==> src/rtl/trade_pkg.sv <==
// Shared constants and state type for the Z-score sequencing path.
package trade_pkg;

   localparam int ZS_DATA_W = 8;
   localparam int ZS_FRAC_W = 4;
   localparam int ZS_CNT_W  = 8;

   // Z-score width and its saturated value for the default configuration
   localparam int                Z_W   = ZS_DATA_W + ZS_FRAC_W;
   localparam logic [Z_W-1:0]    Z_MAX = {Z_W{1'b1}};

   typedef enum logic [2:0] {
      ST_IDLE   = 3'd0,
      ST_VAR    = 3'd1,
      ST_SQRT   = 3'd2,
      ST_DIV    = 3'd3,
      ST_DECIDE = 3'd4
   } zs_state_t;

endpackage

==> src/rtl/shift_sub_unit.sv <==
// One restoring shift-subtract step: compare the already-shifted partial
// remainder with the trial operand, subtract when it fits, emit the result bit.
module shift_sub_unit #(
   parameter int IN_W  = 11,
   parameter int OUT_W = 9
) (
   input  logic [IN_W-1:0]  i_rem,
   input  logic [IN_W-1:0]  i_sub,
   output logic [OUT_W-1:0] o_rem,
   output logic             o_bit
);

   // Trial subtraction; the restored remainder always fits in OUT_W bits
   always_comb begin
      o_bit = (i_rem >= i_sub);
      if (o_bit) begin
         o_rem = OUT_W'(i_rem - i_sub);
      end else begin
         o_rem = OUT_W'(i_rem);
      end
   end

endmodule

==> src/rtl/zscore_scheduler.sv <==
// Z-score sequencer: variance, bitwise square root and fixed-point divide on
// one shared shift-subtract step, then a one-cycle buy/sell decision.
module zscore_scheduler
   import trade_pkg::*;
#(
   parameter int DATA_W = ZS_DATA_W,
   parameter int FRAC_W = ZS_FRAC_W,
   parameter int CNT_W  = ZS_CNT_W
) (
   input  logic                     clk,
   input  logic                     rst,
   input  logic                     enable,
   input  logic                     sample_valid,
   input  logic [DATA_W-1:0]        current_data,
   input  logic [DATA_W-1:0]        mean,
   input  logic [2*DATA_W-1:0]      sqr_mean,
   input  logic [DATA_W+FRAC_W-1:0] z_thresh,
   output logic                     busy,
   output logic                     z_valid,
   output logic [DATA_W+FRAC_W-1:0] z_mag,
   output logic                     buy_signal,
   output logic                     sell_signal,
   output logic [CNT_W-1:0]         dropped_cnt
);

   localparam int ZW   = DATA_W + FRAC_W;
   localparam int SS_W = DATA_W + 3;   // shifted remainder width seen by the step unit
   localparam int RM_W = DATA_W + 1;   // stored remainder width
   localparam int IT_W = $clog2(ZW);
   localparam logic [IT_W-1:0] SQ_LAST = IT_W'(DATA_W - 1);
   localparam logic [IT_W-1:0] DV_LAST = IT_W'(ZW - 1);

   zs_state_t             r_state;
   logic [DATA_W-1:0]     r_cur;
   logic [DATA_W-1:0]     r_mean;
   logic [2*DATA_W-1:0]   r_sqr;
   logic [ZW-1:0]         r_thr;
   logic [2*DATA_W-1:0]   r_var;
   logic [DATA_W-1:0]     r_diff;
   logic                  r_dir;
   logic [DATA_W-1:0]     r_sd;
   logic [RM_W-1:0]       r_rem;
   logic [ZW-1:0]         r_quo;
   logic [ZW-1:0]         r_dvd;
   logic [IT_W-1:0]       r_cnt;
   logic                  r_busy;
   logic                  r_z_valid;
   logic [ZW-1:0]         r_z_mag;
   logic                  r_buy;
   logic                  r_sell;
   logic [CNT_W-1:0]      r_drop;

   logic [2*DATA_W-1:0]   w_msq;
   logic [2*DATA_W:0]     w_var_full;
   logic [DATA_W-1:0]     w_diff;
   logic                  w_dir;
   logic [SS_W-1:0]       w_ss_in;
   logic [SS_W-1:0]       w_ss_sub;
   logic [RM_W-1:0]       w_ss_rem;
   logic                  w_ss_bit;
   logic                  w_fire;
   logic                  w_accept;
   logic                  w_drop;

   // Variance with sign bit, absolute deviation and direction from latched stats
   always_comb begin
      w_msq      = {{DATA_W{1'b0}}, r_mean} * {{DATA_W{1'b0}}, r_mean};
      w_var_full = {1'b0, r_sqr} - {1'b0, w_msq};
      w_dir      = (r_cur > r_mean);
      if (w_dir) begin
         w_diff = r_cur - r_mean;
      end else begin
         w_diff = r_mean - r_cur;
      end
      w_fire = (r_quo >= r_thr) && (r_diff != {DATA_W{1'b0}});
   end

   // Operand select for the shared step: root trial in SQRT, divisor in DIV
   always_comb begin
      if (r_state == ST_SQRT) begin
         w_ss_in  = {r_rem, r_var[2*DATA_W-1 -: 2]};
         w_ss_sub = {1'b0, r_quo[DATA_W-1:0], 2'b01};
      end else begin
         w_ss_in  = {1'b0, r_rem, r_dvd[ZW-1]};
         w_ss_sub = {{(SS_W-DATA_W){1'b0}}, r_sd};
      end
   end

   shift_sub_unit #(
      .IN_W  (SS_W),
      .OUT_W (RM_W)
   ) u_step (
      .i_rem (w_ss_in),
      .i_sub (w_ss_sub),
      .o_rem (w_ss_rem),
      .o_bit (w_ss_bit)
   );

   // Acceptance only from IDLE with enable; any other offered sample is a drop
   always_comb begin
      w_accept = (r_state == ST_IDLE) && enable;
      w_drop   = sample_valid && !w_accept;
   end

   // Main sequencer: latches a sample, iterates the datapath, registers the decision
   always_ff @(posedge clk or negedge rst) begin
      if (!rst) begin
         r_state   <= ST_IDLE;
         r_cur     <= {DATA_W{1'b0}};
         r_mean    <= {DATA_W{1'b0}};
         r_sqr     <= {(2*DATA_W){1'b0}};
         r_thr     <= {ZW{1'b0}};
         r_var     <= {(2*DATA_W){1'b0}};
         r_diff    <= {DATA_W{1'b0}};
         r_dir     <= 1'b0;
         r_sd      <= {DATA_W{1'b0}};
         r_rem     <= {RM_W{1'b0}};
         r_quo     <= {ZW{1'b0}};
         r_dvd     <= {ZW{1'b0}};
         r_cnt     <= {IT_W{1'b0}};
         r_busy    <= 1'b0;
         r_z_valid <= 1'b0;
         r_z_mag   <= {ZW{1'b0}};
         r_buy     <= 1'b0;
         r_sell    <= 1'b0;
      end else begin
         r_z_valid <= 1'b0;
         r_buy     <= 1'b0;
         r_sell    <= 1'b0;
         case (r_state)
            ST_IDLE: begin
               if (sample_valid && enable) begin
                  r_cur   <= current_data;
                  r_mean  <= mean;
                  r_sqr   <= sqr_mean;
                  r_thr   <= z_thresh;
                  r_busy  <= 1'b1;
                  r_state <= ST_VAR;
               end
            end
            ST_VAR: begin
               if (w_var_full[2*DATA_W]) begin
                  r_var <= {(2*DATA_W){1'b0}};
               end else begin
                  r_var <= w_var_full[2*DATA_W-1:0];
               end
               r_diff  <= w_diff;
               r_dir   <= w_dir;
               r_rem   <= {RM_W{1'b0}};
               r_quo   <= {ZW{1'b0}};
               r_cnt   <= {IT_W{1'b0}};
               r_state <= ST_SQRT;
            end
            ST_SQRT: begin
               r_rem <= w_ss_rem;
               r_quo <= {r_quo[ZW-2:0], w_ss_bit};
               r_var <= {r_var[2*DATA_W-3:0], 2'b00};
               r_cnt <= r_cnt + 1'b1;
               if (r_cnt == SQ_LAST) begin
                  r_sd    <= {r_quo[DATA_W-2:0], w_ss_bit};
                  r_rem   <= {RM_W{1'b0}};
                  r_quo   <= {ZW{1'b0}};
                  r_dvd   <= {r_diff, {FRAC_W{1'b0}}};
                  r_cnt   <= {IT_W{1'b0}};
                  r_state <= ST_DIV;
               end
            end
            ST_DIV: begin
               if (r_sd == {DATA_W{1'b0}}) begin
                  // Zero spread: any deviation saturates the score
                  if (r_diff != {DATA_W{1'b0}}) begin
                     r_quo <= {ZW{1'b1}};
                  end else begin
                     r_quo <= {ZW{1'b0}};
                  end
                  r_state <= ST_DECIDE;
               end else begin
                  r_rem <= w_ss_rem;
                  r_quo <= {r_quo[ZW-2:0], w_ss_bit};
                  r_dvd <= {r_dvd[ZW-2:0], 1'b0};
                  r_cnt <= r_cnt + 1'b1;
                  if (r_cnt == DV_LAST) begin
                     r_state <= ST_DECIDE;
                  end
               end
            end
            ST_DECIDE: begin
               r_z_mag   <= r_quo;
               r_z_valid <= 1'b1;
               r_sell    <= r_dir && w_fire;
               r_buy     <= !r_dir && w_fire;
               r_busy    <= 1'b0;
               r_state   <= ST_IDLE;
            end
            default: begin
               r_busy  <= 1'b0;
               r_state <= ST_IDLE;
            end
         endcase
      end
   end

   // Saturating count of refused samples
   always_ff @(posedge clk or negedge rst) begin
      if (!rst) begin
         r_drop <= {CNT_W{1'b0}};
      end else if (w_drop && (r_drop != {CNT_W{1'b1}})) begin
         r_drop <= r_drop + 1'b1;
      end
   end

   assign busy        = r_busy;
   assign z_valid     = r_z_valid;
   assign z_mag       = r_z_mag;
   assign buy_signal  = r_buy;
   assign sell_signal = r_sell;
   assign dropped_cnt = r_drop;

endmodule

==> config.mk <==
export PLATFORM = sky130hd
export DESIGN_NAME = zscore_scheduler
export DESIGN_NICKNAME = d
export VERILOG_FILES = /design/src/rtl/trade_pkg.sv /design/src/rtl/shift_sub_unit.sv /design/src/rtl/zscore_scheduler.sv
export SDC_FILE = /design/constraint.sdc
export NUM_CORES = 1
export LEC_CHECK = 0
export BUFFER_PORTS_ARGS = -buffer_cell sky130_fd_sc_hd__buf_2
export CAP_MARGIN = 0
export CORE_MARGIN = 4
export CORE_UTILIZATION = 30
export DETAILED_ROUTE_END_ITERATION = 10
export GPL_TIMING_DRIVEN = 0
export PLACE_DENSITY = 0.53
export SYNTH_ARGS = -nofsm -noshare
export SYNTH_HDL_FRONTEND = slang
export SYNTH_SLANG_ARGS = --single-unit
==> constraint.sdc <==
create_clock -name clk -period 4.5 [get_ports clk]
set_input_delay 0.225 -clock clk [delete_from_list [all_inputs] [get_ports clk]]
set_output_delay 0.225 -clock clk [all_outputs]
set_load 0.01 [all_outputs]
==> flow_summary_export.csv <==
group,metric,value,unit
detailed_routing,drc_errors,2,
sta,maxSlewHeadroom,0.265,
finish,diodes,0,
clocking,worst_skew_pair.late_latency,430,ps
min_path,min_path_type,"primary input to flop",
setup_path,max_stage_delay,570,ps
setup_path,cp_num_buf_inv,5,
setup_path,rrSetupSlack,80,ps
sta,rsz0062_at_grt,"true",
finish,final_cell_mix,"nand2_1 (131), dfrtp_1 (129), inv_1 (100)",
setup_path,worstSetupStartpointType,"flop",
setup_path,crit_family,"adder cells",
status,violations,"design-rule violations",
synthesis,yosys_warnings,0,
synthesis,yosysTopAreaCell,"dfrtp_1",
detailed_routing,drt_iter0_markers,301,
synthesis,ys_ff_latch,137,
finish,final_nets,1289,
sta,min_period_over_period,0.983,
clocking,htreeDepth,4,
global_route,grt_pass1_vias,7593,
synthesis,synthArstFlopShare,1.00,
die,ios,72,
placement,dp.cells,1442,
clocking,clock_path_buffers,2,
sta,max_freq,226,MHz
die,die-width,184,um
detailed_routing,first_pass_iters,9,
detailed_routing,vias,7482,
placement,hpwlAfterDp,18000,um
detailed_routing,vias_per_cell,4.87,
global_route,grt_pass1_wl,40700,um
sta,fin_setup_tns,0,ps
setup_path,path_class,"flop to flop",
detailed_routing,drtAntennaViolNets,0,
sta,worst_slack,77.8,ps
synthesis,synth_area_leaders,"dfrtp_1 (37%), ha_1 (10%), fa_1 (8.2%), nand2_1 (5.5%), o21ai_0 (4.6%)",
setup_path,end_kind,"flop",
setup_path,crit_slowest_cell,"fa_2",
synthesis,synthCells,974,
synthesis,synthesis.nets,1136,
die,start_util,0.304,
finish,finish.utilization,0.382,
synthesis,ys_seq_area_frac,0.370,
setup_path,cp.depth,18,
setup_path,cp_cell_sequence,"clkinvlp_4 > nor2_4 > inv_2 > fa_2 > xor2_2 > xnor2_2 > fa_1 > inv_1 > fa_1 > inv_1 > ha_4 > a21o_1 > a31o_2 > nor2_4 > o21ai_4 > mux2i_4 > buf_6 > o21ai_2",
setup_path,critical_path.endpoint,"r_var[4]",
global_route,grt_antenna_before_repair,0,
synthesis,synth_edf_count,0,
detailed_routing,drt_wl_total,25100,um
synthesis,synthDistinctLibCells,64,
die,die_area,33800,um^2
finish,stdcell_count,1536,
setup_path,r2r_end,"r_var[4]",
synthesis,synth.cell_area,9270,um^2
setup_path,required,4810,ps
sta,setup_viol,0,
global_route,grt.total_usage,0.152,
setup_path,worstPathMaxFanout,5,
global_route,globalRouteOverflowTotal,0,
finish,syn_to_final_growth,25.7,%
setup_path,cp-startpoint,"r_mean[1]",
setup_path,worstPathArrival,4730,ps
die,die_h,184,um
synthesis,synth_ff_type,"dfrtp_1",
placement,numPortBuffers,71,
clocking,cts_buffers,17,
sta,worst_pin_slew,1100,ps
sta,slew_viol_final,0,
sta,finalHoldViolCount,0,
global_route,grt_max_degree,74,
placement,gp_congestion,0.847,
clocking,clk_pin_slew,60,ps
die,core_area,30500,um^2
sta,layout_min_cycle_time,4420,ps
finish,drive_gt1_frac,0.239,
synthesis,syn_avg_cell_area,9.52,um^2
job,cap_viol_max_count,0,
sta,fin_skew,9.50,ps
detailed_routing,avgRoutedWirePerCell,16.3,um
setup_path,ff2ff_path_depth,18,
die,rows,64,
setup_path,regToRegStartpoint,"r_mean[1]",
finish,final_common_cell,"nand2_1",
clocking,cts_tree,"done",
placement,pre_cts_slack,-590,ps
synthesis,synth_top_area_share,0.370,
status,outcome,"finished with violations",
clocking,cts_root_buf,"clkbuf_16",
clocking,clock-sinks,137,
how the worst min path moves through the flow:
stage           startpoint        end  cells past startpoint
4_1_cts            mean[5]  r_mean[5]                      3
5_1_grt        z_thresh[7]   r_thr[7]                      3
3_5_place_dp           rst  r_diff[7]                      1
2_1_floorplan          rst       busy                      0
3_3_place_gp   sqr_mean[7]   r_sqr[7]                      3
6_report           mean[5]  r_mean[5]                      3
final cells by class:
| type | instances | area (um^2) |
|---|---|---|
| Tap cell | 396 | 495 |
| Fill cell | 3013 | 18900 |
| Multi-Input combinational cell | 687 | 5540 |
| Inverter | 113 | 445 |
| Clock inverter | 12 | 163 |
| Clock buffer | 20 | 457 |
| Timing Repair Buffer | 136 | 940 |
| Sequential cell | 137 | 3440 |
| Buffer | 35 | 173 |
through the flow:
step	instance area [um^2]	hold WS [ps]
4_1_cts	11400	1.69
5_1_grt	11700	6.72
6_report	11700	15.2
2_1_floorplan	9300	-70.6
3_3_place_gp	10200	431
3_5_place_dp	10200	281
layer usage:
layer / global-route usage / wire length, um / up-vias
li1: - / - / 3641
met1: 0.207 / 11700 / 3675
met5: 0 / 0 / -
met2: 0.248 / 12000 / 137
met3: 0.0309 / 953 / 29
met4: 0.0426 / 389 / 0
cell families (layout without fill, tap and decap cells):
group | after synthesis | in the layout | share of synthesized area
buffers and inverters | 150 | 316 | 0.0647
xor gates and xnor gates | 35 | 35 | 0.0331
AOI/OAI and AO/OA | 210 | 210 | 0.147
and+or+nand+nor | 273 | 273 | 0.137
muxes | 55 | 55 | 0.0636
DFF | 137 | 137 | 0.370
adders and majority gates | 114 | 114 | 0.185
worst reg2reg max path: stages (launching register included):
cell and delay (ps):
dfrtp_2 410, clkinvlp_4 150, nor2_4 160, inv_2 60, fa_2 570, xor2_2 200
xnor2_2 120, fa_1 540, inv_1 50, fa_1 530, inv_1 60, ha_4 220
a21o_1 170, a31o_2 240, nor2_4 180, o21ai_4 100, mux2i_4 300, buf_6 180
o21ai_2 60
state kept, by name, summed over array words and instances, names as in the netlist:
name,cells
r_sqr,16
r_var,16
r_quo,12
r_thr,12
z_mag,12
r_rem,9
dropped_cnt,8
r_cur,8
r_diff,8
r_dvd,8
r_mean,8
r_sd,8
r_cnt,4
r_state,3
busy,1
buy_signal,1
r_dir,1
sell_signal,1
z_valid,1
synth_stat cells, types with 18 or more instances:
cell	n
a21oi_1	26
clkbuf_1	20
dfrtp_1	137
fa_1	38
ha_1	76
inv_1	113
mux2_2	31
mux2i_1	24
nand2_1	136
nor2_1	42
o21ai_0	85
xnor2_1	18
repair_timing:
item                                   CTS  global route
setup buffers                           32            12
pin swaps                               21            17
endpoints found under the hold margin   81             1
gates cloned                             1             0
hold buffers                            18             1
resized for setup                       73            31
setup endpoints to repair               16            18
Power is not shown: default switching activity piles up to over one toggle a cycle in this logic, so the estimate is an artifact.
